`config.mk`:
```
export PLATFORM = sky130hd
export DESIGN_NAME = pipeline_ctrl
export DESIGN_NICKNAME = d
export VERILOG_FILES = /design/src/rtl/mips_ctrl_defs.sv /design/src/rtl/pipeline_ctrl_sat_counter.sv /design/src/rtl/pipeline_ctrl.sv
export SDC_FILE = /design/constraint.sdc
export NUM_CORES = 1
export LEC_CHECK = 0
export ABC_AREA = 1
export CORE_MARGIN = 2
export CORE_UTILIZATION = 40
export CTS_CLUSTER_DIAMETER = 50
export DETAILED_ROUTE_END_ITERATION = 12
export PLACE_DENSITY = 0.74
export SETUP_SLACK_MARGIN = 0.05
export SYNTH_ARGS = -nofsm -noshare
export SYNTH_HDL_FRONTEND = slang
export SYNTH_SLANG_ARGS = --single-unit
```
`constraint.sdc`:
```
create_clock -name clk -period 2.4 [get_ports clk]
set_input_delay 0.48 -clock clk [delete_from_list [all_inputs] [get_ports clk]]
set_output_delay 0.48 -clock clk [all_outputs]
set_load 0.1 [all_outputs]
```
`src/rtl/mips_ctrl_defs.sv`:
```
// Shared definitions for the MIPS pipeline control block: sequencer state
// encodings and the architectural register-index width.
package mips_ctrl_defs;

    localparam int REG_IDX_W = 5;

    typedef enum logic [1:0] {
        RUN      = 2'd0,
        MEM_WAIT = 2'd1,
        HALT     = 2'd2
    } ctrl_state_t;

endpackage

```
`src/rtl/pipeline_ctrl_sat_counter.sv`:
```
// Saturating event counter: holds at all-ones instead of wrapping.
module sat_counter #(
    parameter int W = 32
) (
    input  logic         clk,
    input  logic         reset,
    input  logic         inc,
    input  logic         clr,
    output logic [W-1:0] count
);

    function automatic logic [W-1:0] sat_inc(input logic [W-1:0] v);
        return (&v) ? v : v + W'(1);
    endfunction

    always_ff @(posedge clk or negedge reset) begin
        if (!reset) begin
            count <= '0;
        end else if (clr) begin
            count <= '0;
        end else if (inc) begin
            count <= sat_inc(count);
        end
    end

endmodule

```
`src/rtl/pipeline_ctrl.sv`:
```
// Central stall/flush sequencer for the five-stage pipeline: derives every
// stage load enable and bubble request, tracks memory waits and halt.
module pipeline_ctrl
    import mips_ctrl_defs::*;
#(
    parameter int MEM_TIMEOUT = 255,
    parameter int CNT_W       = 32
) (
    input  logic                 clk,
    input  logic                 reset,
    input  logic [REG_IDX_W-1:0] id_rs,
    input  logic [REG_IDX_W-1:0] id_rt,
    input  logic                 id_uses_rs,
    input  logic                 id_uses_rt,
    input  logic                 id_jump,
    input  logic                 ex_mem_read,
    input  logic [REG_IDX_W-1:0] ex_rt,
    input  logic                 ex_branch_taken,
    input  logic                 mem_req,
    input  logic                 dmem_ready,
    input  logic                 wb_halt,
    input  logic                 resume,
    output logic                 pc_write,
    output logic                 if_id_write,
    output logic                 id_ex_write,
    output logic                 ex_mem_write,
    output logic                 mem_wb_write,
    output logic                 if_id_flush,
    output logic                 id_ex_flush,
    output logic                 ex_mem_flush,
    output logic                 mem_wb_flush,
    output logic                 halted,
    output logic                 mem_err,
    output logic [CNT_W-1:0]     stall_count,
    output logic [CNT_W-1:0]     flush_count
);

    localparam int              WCNT_W   = $clog2(MEM_TIMEOUT + 1);
    localparam logic [WCNT_W-1:0] WCNT_MAX = WCNT_W'(MEM_TIMEOUT);

    ctrl_state_t       state, next_state;
    logic [WCNT_W-1:0] wcnt;
    logic              load_use;
    logic              do_halt, do_freeze, do_advance;
    logic              stall_inc, flush_inc;
    logic              wcnt_load, wcnt_inc, err_set, err_clr;

    // Register zero is hard-wired, so a load targeting it never creates a hazard.
    assign load_use = ex_mem_read && (ex_rt != '0) &&
                      ((id_uses_rs && (id_rs == ex_rt)) ||
                       (id_uses_rt && (id_rt == ex_rt)));

    always_ff @(posedge clk or negedge reset) begin
        if (!reset) begin
            state   <= RUN;
            wcnt    <= '0;
            mem_err <= 1'b0;
        end else begin
            state <= next_state;
            if (wcnt_load) begin
                wcnt <= WCNT_W'(1);
            end else if (wcnt_inc) begin
                wcnt <= wcnt + WCNT_W'(1);
            end
            if (err_set) begin
                mem_err <= 1'b1;
            end else if (err_clr) begin
                mem_err <= 1'b0;
            end
        end
    end

    always_comb begin : next_state_logic
        next_state = state;
        case (state)
            RUN: begin
                if (wb_halt)                     next_state = HALT;
                else if (mem_req && !dmem_ready) next_state = MEM_WAIT;
            end
            MEM_WAIT: begin
                if (wb_halt)                     next_state = HALT;
                else if (!dmem_ready)            next_state = (wcnt == WCNT_MAX) ? HALT : MEM_WAIT;
                else                             next_state = RUN;
            end
            HALT: begin
                if (resume)                      next_state = RUN;
            end
            default:                             next_state = RUN;
        endcase
    end

    always_comb begin : output_logic
        do_halt    = 1'b0;
        do_freeze  = 1'b0;
        do_advance = 1'b0;
        wcnt_load  = 1'b0;
        wcnt_inc   = 1'b0;
        err_set    = 1'b0;
        err_clr    = 1'b0;
        case (state)
            RUN: begin
                if (wb_halt) begin
                    do_halt = 1'b1;
                end else if (mem_req && !dmem_ready) begin
                    do_freeze = 1'b1;
                    wcnt_load = 1'b1;
                end else begin
                    do_advance = 1'b1;
                end
            end
            MEM_WAIT: begin
                if (wb_halt) begin
                    do_halt = 1'b1;
                end else if (!dmem_ready) begin
                    do_freeze = 1'b1;
                    err_set   = (wcnt == WCNT_MAX);
                    wcnt_inc  = (wcnt != WCNT_MAX);
                end else begin
                    do_advance = 1'b1;
                end
            end
            HALT:    err_clr = resume;
            default: ;
        endcase

        pc_write     = (state != HALT);
        if_id_write  = (state != HALT);
        id_ex_write  = (state != HALT);
        ex_mem_write = (state != HALT);
        mem_wb_write = (state != HALT);
        if_id_flush  = 1'b0;
        id_ex_flush  = 1'b0;
        ex_mem_flush = 1'b0;
        mem_wb_flush = 1'b0;
        stall_inc    = 1'b0;
        flush_inc    = 1'b0;

        if (do_halt) begin
            pc_write     = 1'b0;
            if_id_flush  = 1'b1;
            id_ex_flush  = 1'b1;
            ex_mem_flush = 1'b1;
        end else if (do_freeze) begin
            pc_write     = 1'b0;
            if_id_write  = 1'b0;
            id_ex_write  = 1'b0;
            ex_mem_write = 1'b0;
            mem_wb_flush = 1'b1;
            stall_inc    = 1'b1;
        end else if (do_advance) begin
            // A taken branch squashes the dependent instruction, so it beats load-use.
            if (ex_branch_taken) begin
                if_id_flush = 1'b1;
                id_ex_flush = 1'b1;
                flush_inc   = 1'b1;
            end else if (load_use) begin
                pc_write    = 1'b0;
                if_id_write = 1'b0;
                id_ex_flush = 1'b1;
                stall_inc   = 1'b1;
            end else if (id_jump) begin
                if_id_flush = 1'b1;
                flush_inc   = 1'b1;
            end
        end

        if (!reset) begin
            pc_write     = 1'b0;
            if_id_write  = 1'b0;
            id_ex_write  = 1'b0;
            ex_mem_write = 1'b0;
            mem_wb_write = 1'b0;
            if_id_flush  = 1'b0;
            id_ex_flush  = 1'b0;
            ex_mem_flush = 1'b0;
            mem_wb_flush = 1'b0;
            stall_inc    = 1'b0;
            flush_inc    = 1'b0;
        end
    end

    assign halted = reset && (state == HALT);

    sat_counter #(.W(CNT_W)) u_stall_cnt (
        .clk   (clk),
        .reset (reset),
        .inc   (stall_inc),
        .clr   (1'b0),
        .count (stall_count)
    );

    sat_counter #(.W(CNT_W)) u_flush_cnt (
        .clk   (clk),
        .reset (reset),
        .inc   (flush_inc),
        .clr   (1'b0),
        .count (flush_count)
    );

endmodule

```
==> results of run 1 <==
==> final timing paths <==
path / end
setup reg to reg: u_stall_cnt.count[6]
max in group asynchronous: u_stall_cnt.count[0]
hold reg to reg: mem_err
min in group clk: mem_err
hold / removal: wcnt[0]
setup / recovery: id_ex_write
==> metal layers <==
layer / vias to the layer above / part of all wire / track usage / wire length, µm
li1: 2840 / - / - / -
met1: 2514 / 0.44 / 0.2734 / 6406
met2: 148 / 0.49 / 0.3520 / 7132
met3: 19 / 0.047 / 0.04885 / 672
met4: 0 / 0.015 / 0.04779 / 221
met5: - / 0 / 0 / 0
==> registers in the layout, indices dropped and copies added, names as in the netlist <==
name	count
u_stall_cnt.count	32
mem_err	1
u_flush_cnt.count	32
wcnt	8
state	2
==> what timing repair did <==
action                     CTS  global route
buffers inserted             1             1
gates resized for setup     14            23
pin swaps                    4            17
setup endpoints to repair    4             7
cloned                       0             0
==> power by group through the flow <==
stage               Clock [µW]  Combinational (µW)  Sequential (µW)
global route              1440                1620             1490
global placement             0                1510             1500
CTS                       1380                1530             1480
floorplan                    0                 712             1840
finish                    1340                1540             1480
detailed placement           0                1520             1500
==> cell usage in the layout, fill, tap and decap left out, types with 2 or more instances in the layout <==
| master | synthesis | routed |
|---|---|---|
| sky130_fd_sc_hd__nand3_2 | 5 | 5 |
| sky130_fd_sc_hd__inv_1 | 77 | 69 |
| sky130_fd_sc_hd__nor3_2 | 2 | 2 |
| sky130_fd_sc_hd__nand3_4 | 2 | 3 |
| sky130_fd_sc_hd__nand3_1 | 35 | 34 |
| sky130_fd_sc_hd__dlygate4sd2_1 | 0 | 5 |
| sky130_fd_sc_hd__inv_2 | 1 | 8 |
| sky130_fd_sc_hd__xor2_1 | 23 | 23 |
| sky130_fd_sc_hd__nand4_1 | 79 | 79 |
| sky130_fd_sc_hd__nor3_1 | 22 | 21 |
| sky130_fd_sc_hd__nor2_4 | 2 | 4 |
| sky130_fd_sc_hd__dfrtp_1 | 75 | 70 |
| sky130_fd_sc_hd__clkbuf_1 | 9 | 4 |
| sky130_fd_sc_hd__dlymetal6s2s_1 | 0 | 12 |
| sky130_fd_sc_hd__xnor2_1 | 11 | 11 |
| sky130_fd_sc_hd__a21oi_1 | 5 | 5 |
| sky130_fd_sc_hd__buf_4 | 3 | 87 |
| sky130_fd_sc_hd__nor2_2 | 3 | 7 |
| sky130_fd_sc_hd__nor2_1 | 96 | 90 |
| sky130_fd_sc_hd__ha_1 | 3 | 3 |
| sky130_fd_sc_hd__nand2_4 | 0 | 2 |
| sky130_fd_sc_hd__o31ai_1 | 2 | 2 |
| sky130_fd_sc_hd__o21ai_0 | 9 | 6 |
| sky130_fd_sc_hd__clkdlybuf4s50_1 | 0 | 6 |
| sky130_fd_sc_hd__dfrtp_2 | 0 | 5 |
| sky130_fd_sc_hd__nand2_1 | 319 | 317 |
| sky130_fd_sc_hd__buf_12 | 0 | 13 |
| sky130_fd_sc_hd__clkbuf_16 | 0 | 9 |
| sky130_fd_sc_hd__nand3b_1 | 9 | 9 |
| sky130_fd_sc_hd__o21ai_2 | 0 | 2 |
==> cells by family (layout without fill, tap and decap cells) <==
logic type | after synthesis | in the layout | share of synthesized area
buf+inv | 105 | 218 | 0.08253
flops | 75 | 75 | 0.3527
compound gates | 17 | 17 | 0.01716
fa+ha+maj | 3 | 3 | 0.007055
simple gates | 578 | 578 | 0.4846
xor+xnor | 34 | 34 | 0.05596
==> stage by stage <==
stage            util  hold slack, ps  total power [µW]  TNS (ps)
6_report       0.5294           181.6              4364         0
5_1_grt        0.5294           213.4              4554         0
4_1_cts        0.5242           188.5              4392         0
3_5_place_dp   0.5012           494.8              3022    -123.1
3_3_place_gp   0.5012           496.2              3010    -68.51
2_1_floorplan       -           184.4              2550     -2612
==> layout make-up <==
cell class                 count  area [µm²]  area share
inverter                      78       297.8     0.04281
clock buffer                  14       254.0     0.03652
multi-input combinational    632        3088      0.4440
timing repair buffer         124        1177      0.1693
clock inverter                 2       35.03    0.005037
tap                          176       220.2     0.03166
sequential                    75        1883      0.2707
==> results.md, run 1 <==
Final layout:
- The antenna diode instance count is 0.
- The finished cells cover 0.006955 mm².
- The number of fillers in the final layout is 1278.
- The layout cell share with drive strength beyond 1 is 0.1665.
- The count of cells in the finished layout, fillers not included, comes to 1101.
- Compared with the post-synthesis result, the final layout area differs by 30.71%.
- At the end of the flow, the number of nets in the layout was 949.

Worst setup path:
- The flop-to-flop setup slack is 320 ps.
- The critical path contains buffers and inverters numbering 2 combined.
- The type of element launching the critical path is a register.
- In this run the number of cells on the critical path is 5.
- The arrival time at the worst endpoint is 1750 ps.
- The critical-path maximum fanout is 4.
- The launching instance or port of the critical path is state[0].
- The startpoint identified for the worst register-to-register timing path is u_stall_cnt.count[0].
- Traced cell by cell, the critical path runs through nor2_1 > nor2_4 > inv_2 > nor3_4 > buf_12.
- The depth of the worst register-to-register path is 9.
- The kind of cell adding the most delay to the critical path is simple AND/OR/NAND/NOR gates.
- The required time at the endpoint of the critical path is 1920 ps.
- The sort of element at the end of the critical path is an output pin.
- The highest cell delay on the worst timing path is 460 ps.
- The slowest stage cell on the critical path is sky130_fd_sc_hd__dfrtp_1.
- The worst setup path is of the reg2out kind.

Synthesis:
- Of the post-synthesis cell area, the dominant cell type holds 0.3527.
- The fraction of registers with async set or reset after synthesis is 1.000.
- The cell type with the highest aggregate area in the netlist is sky130_fd_sc_hd__dfrtp_1.
- The dominant cell by count in the synthesized netlist is sky130_fd_sc_hd__nand2_1.
- The synthesized design contains 75 register bits.
- The combined area of all synthesized cells is 0.005321 mm².
- The warning count from the yosys run is 0.
- The most used flip-flop cell after synthesis is sky130_fd_sc_hd__dfrtp_1.
- The post-synthesis net count is 841.
- The number of cells produced by synthesis is 812.
- In the post-synthesis netlist, the biggest area contributors are sky130_fd_sc_hd__dfrtp_1 (35%), sky130_fd_sc_hd__nand2_1 (23%), sky130_fd_sc_hd__nand4_1 (9.3%).
- Ranked by instance count, the synthesized netlist is headed by sky130_fd_sc_hd__nand2_1 (319), sky130_fd_sc_hd__nor2_1 (96), sky130_fd_sc_hd__nand4_1 (79).
- Synthesis instantiated 29 different standard cells from the library.
- Of the synthesized area, sequential elements account for 0.3527.
- The synthesized design contains 0 enable-type register cells.
- The mean area per synthesized cell is 6.553 µm².

Place:
- After detailed placement, the total cell area comes to 0.006585 mm².
- The wire-length estimate of the detail-placed layout is 10810 µm.
- The final weighted congestion of routability-driven global placement is 0.9160.
- The post-placement setup slack is -64.05 ps.
- The cell total after placement is 1083.
- The count of input and output buffers is 100.

Power:
- The highest ir drop seen on vdd is 0.0006481 V.
- In this run the power density over the cells is 627.4 mW/mm².
- The sequential fraction of design power is 0.340.
- Internal power comes to 2635 µW.
- The fraction of power consumed by the clock network is 0.308.
- For this design the static power due to leakage is 0.003509 µW.
- The part of the power in combinational logic is 0.352.
- In this run the power spent charging and discharging nets is 1729 µW.
- Of the total power, the share spent switching nets is 0.3961.

CTS:
- The total clock sinks is 75.
- The latest clock arrival within the worst-skew pair is 340 ps.
- Buffers inserted to repair hold after CTS numbered 0.
- The number of buffers added by the clock tree synthesis step is 9.
- The cell at the root of the clock tree is sky130_fd_sc_hd__clkbuf_16.
- The clock-pin transition on the worst setup and hold timing paths is 60 ps.
- The number of H-tree levels is 3.
- TritonCTS built the clock tree.
- No sink is reached through more buffers than the 2 on the longest clock path.

Route:
- The wire length per cell is 13.11 µm.
- The total number of vias is 5521.
- The number of routed nets with antenna violations is 0.
- The total wire length after detailed routing is 14430 µm.
- The per-cell via count in the routed design is 5.015.
- The detailed-route DRC error count is 0.
- The total iterations of the first detailed-routing run is 5.
- For this block, the initial DRC count from the detailed router was 346.

Timing:
- The routed design could run at a clock period as short as 2232 ps.
- The count of final hold-check violations is 0.
- The worst max-slew margin expressed relative to the limit is 0.3797.
- The top achievable clock speed is 448.0 MHz.
- For the pin with the worst max-slew slack, the measured transition is 930.4 ps.
- The number of pins exceeding their max-slew limit in the final report is 0.
- The setup clock skew after layout is 7.857 ps.
- In the finished design, the share of the clock period the worst path needs comes to 0.9301.
- Setup violations remaining at the end of the flow were counted as 0.
- Setup repair after global routing could not meet its margin everywhere.
- Once routing completed, OpenROAD measured the worst setup slack at 167.7 ps.

Floorplan:
- The total number of placement rows is 42.
- The initial utilization of the core area, before any placement, comes to 0.4050.
- The horizontal die dimension is 119.3 µm.
- The die extent in y is 119.3 µm.
- The die area is 0.01424 mm².
- The standard cell core area is 0.01314 mm².
- The number of placed I/O pins is 101.

GRT:
- Global routing finished with a remaining overflow of 0.
- The initial antenna violation count was 0.
- In the global route stage, overall resource usage came out at 0.2090.
- The first global-routing pass estimated 24440 µm of wire.
- The via count of the first global-routing pass is 5096.
- The largest net degree at the start of global routing is 85.

Min path:
- The kind of path behind the tightest hold check is in2async.

Run:
- The number of maximum-capacitance violations is 0.

Run status:
- The run finished with clean final reports.
No activity file was read; power rests on OpenSTA's default activity.
==> run 2: changes to the inputs <==
- CORE_ASPECT_RATIO: not set -> 0.75
==> run 2 against run 1 <==
Compared with the run above: final area hardly changed; non-clock buffer count shrank 2; total power up 1.1%; register-to-register slack got worse by 80 ps.
==> results.md, run 2 (synthesis gave the netlist of run 1 again) <==
Run status:
- The run finished with clean final reports.

Worst setup path:
- The class of the most critical setup path is in2out.
- The required time at the endpoint of the critical path is 1920 ps (about the same).
- The flop-to-flop setup slack is 240 ps (-80 ps).
- The critical-path maximum fanout is 3 (-1).
- The arrival time at the worst endpoint is 1780 ps (+30 ps).
- The worst setup path is launched from an input pin.
- The sort of element at the end of the critical path is an output pin.

Final layout:
- The post-route cell area is 0.006962 mm² (about the same).
- The final standard cell utilization of the core is 0.5367 (+0.007222).
- The layout cell share with drive strength beyond 1 was 0.1712 (+0.004694).
- Leaving out fill and tap cells, the most frequent cell in the layout is sky130_fd_sc_hd__nand2_1.
- The signed area change from the synthesized netlist to the final layout came to 30.83% (about the same).
- In the layout the commonest cells are sky130_fd_sc_hd__nand2_1 (313), sky130_fd_sc_hd__nor2_1 (89), sky130_fd_sc_hd__buf_4 (84), sky130_fd_sc_hd__nand4_1 (79), sky130_fd_sc_hd__inv_1 (72).
- The final-stage net count is 947 (-0.21%).
- The largest registers in the layout are u_flush_cnt.count x32, u_stall_cnt.count x32, wcnt x8.
- The post-route non-filler standard cell count came to 1094 (-0.64%).
- The antenna diode instance count is 0 (unchanged).

Place:
- The final weighted congestion of routability-driven global placement is 1.014 (+11%).
- The count of input and output buffers is 100 (unchanged).
- The placed wire-length estimate after detailed placement is 11320 µm (+4.7%).
- The cell total after placement is 1077 (-0.55%).
- The post-placement setup slack came to -84.53 ps (-20.49 ps).
- The placed cell area is 0.006584 mm² (about the same).

GRT:
- The wire length of the first global-routing pass is 25540 µm (+4.5%).
- The met2 routing resource usage after global routing is 0.3010 (-0.05102).
- The largest net degree at the start of global routing is 110 (+29%).
- The via count of the first global-routing pass came to 5039 (-1.1%).
- The met1 layer usage reported by global route is 0.3609 (+0.08751).
- The total routing usage reported by global routing is 0.2223 (+0.01329).
- met1 is the most crowded layer.
- The total congestion overflow is 0 (unchanged).
- The initial antenna violation count was 0 (unchanged).
- The met3 track utilization from global routing is 0.04240 (-0.006453).

CTS:
- The latest clock arrival within the worst-skew pair is 340 ps (about the same).
- The buffer levels on the longest clock path is 2 (unchanged).
- The total clock sinks is 75 (unchanged).
- Clock tree synthesis selected as its root buffer the cell sky130_fd_sc_hd__clkbuf_16.
- The number of H-tree levels is 3 (unchanged).
- The clock tree from TritonCTS is built.
- The clock-pin transition on the worst setup and hold timing paths was 60 ps (about the same).
- The number of buffers added by the clock tree synthesis step is 9 (unchanged).

Timing:
- The final setup violation count is 0 (unchanged).
- The total negative slack for setup checks was 0 ps (unchanged).
- The transition time of the tightest slew-check pin is 670.4 ps (-260.0 ps).
- The minimum clock period after layout came to 2256 ps (+23.90 ps).
- The share of the clock period used by the worst path was 0.9401 (+0.009960).
- The top achievable clock speed was 443.2 MHz (-1.1%).
- The count of final hold-check violations is 0 (unchanged).
- The setup clock skew after layout is 9.847 ps (+1.990 ps).
- The final worst setup slack was 143.8 ps (-23.90 ps).
- The worst max-slew margin expressed relative to the limit was 0.5496 (+0.1699).
- The number of pins exceeding their max-slew limit in the final report is 0 (unchanged).
- Setup repair after global routing left no endpoint under its margin.

Route:
- The number of routed nets with antenna violations is 0 (unchanged).
- The total number of vias is 5672 (+2.7%).
- The wire length per cell is 13.95 µm (+6.4%).
- The per-cell via count in the routed design came to 5.185 (+3.4%).
- The detailed-route DRC error count was 0 (unchanged).
- The total wire length after detailed routing came to 15260 µm (+5.8%).
- The total iterations of the first detailed-routing run came to 6 (+1).
- The DRC marker count from the first detailed-route iteration is 477 (+38%).

Min path:
- The tightest min-delay check is of the in2async type.

Floorplan:
- The number of placed I/O pins is 101 (unchanged).
- The standard cell core area was 0.01297 mm² (-1.3%).
- The die area is 0.01425 mm² (about the same).
- The total number of placement rows is 36 (-14%).
- The initial standard-cell utilization of the core was 0.4102 (+0.005157).
- The die extent in y was 103.9 µm (-13%).
- The horizontal die dimension came to 137.2 µm (+15%).

Run:
- The number of maximum-capacitance violations was 0 (unchanged).

Power:
- The reported leakage power was 0.003476 µW (-0.94%).
- The highest ir drop seen on vdd was 0.0007371 V (+14%).
- The power density over cell area is 633.9 mW/mm² (+1.0%).
-- run 2: worst max-delay path, cell delays in order --
cell                              delay [ps]
sky130_fd_sc_hd__clkdlybuf4s50_1         510
sky130_fd_sc_hd__nand2_4                  70
sky130_fd_sc_hd__nand3_2                  70
sky130_fd_sc_hd__nor2_1                   50
sky130_fd_sc_hd__nand3_2                  90
sky130_fd_sc_hd__nand2_4                  70
sky130_fd_sc_hd__nor3b_4                 230
sky130_fd_sc_hd__buf_12                  200
-- run 2: worst paths after layout --
kind | start | to | cells past startpoint
min | reset | u_stall_cnt.count[7] | 2
min reg2reg | mem_err | mem_err | 2
min in group clk | mem_err | mem_err | 2
max reg2reg | u_stall_cnt.count[0] | u_stall_cnt.count[25] | 10
max in group asynchronous | reset | u_stall_cnt.count[2] | 2
max | mem_req | pc_write | 8
-- run 2: metal layers --
metal | share of wire | up-vias
met3 | 0.082 | 18
met2 | 0.41 | 212
met4 | 0.0088 | 0
met1 | 0.50 | 2597
met5 | 0 | -
li1 | - | 2845
-- run 2: what timing repair did --
action                                  4_1_cts  5_1_grt
buffers inserted                              1        0
pin swaps                                     8        9
cloned                                        0        0
endpoints found under the setup margin        4        7
resized for setup                            16       22
hold buffers                                  0        0
-- run 2: metrics by stage --
| stage | hold WS, ps | power [µW] |
|---|---|---|
| 2_1_floorplan | 184.4 | 2550 |
| 3_3_place_gp | 497.7 | 3009 |
| 3_5_place_dp | 474.2 | 3027 |
| 4_1_cts | 265.3 | 4440 |
| 5_1_grt | 290.3 | 4595 |
| 6_report | 250.2 | 4413 |
-- run 2: final cells by class --
| class | count | area [µm²] |
|---|---|---|
| fillers | 1260 | 6011 |
| flip-flops and latches | 75 | 1883 |
| multi-input cells | 632 | 3103 |
| clock inverters | 5 | 61.31 |
| repair buffers | 122 | 1160 |
| inverters | 78 | 297.8 |
| clock buffers | 11 | 242.7 |
| well taps | 171 | 214.0 |
-- run 2: where the power goes --
part | internal, µW | total [µW] | switching, µW
registers | 1360 | 1480 | 122
logic | 440 | 1540 | 1100
clock network | 838 | 1390 | 555
total | 2630 | 4410 | 1780
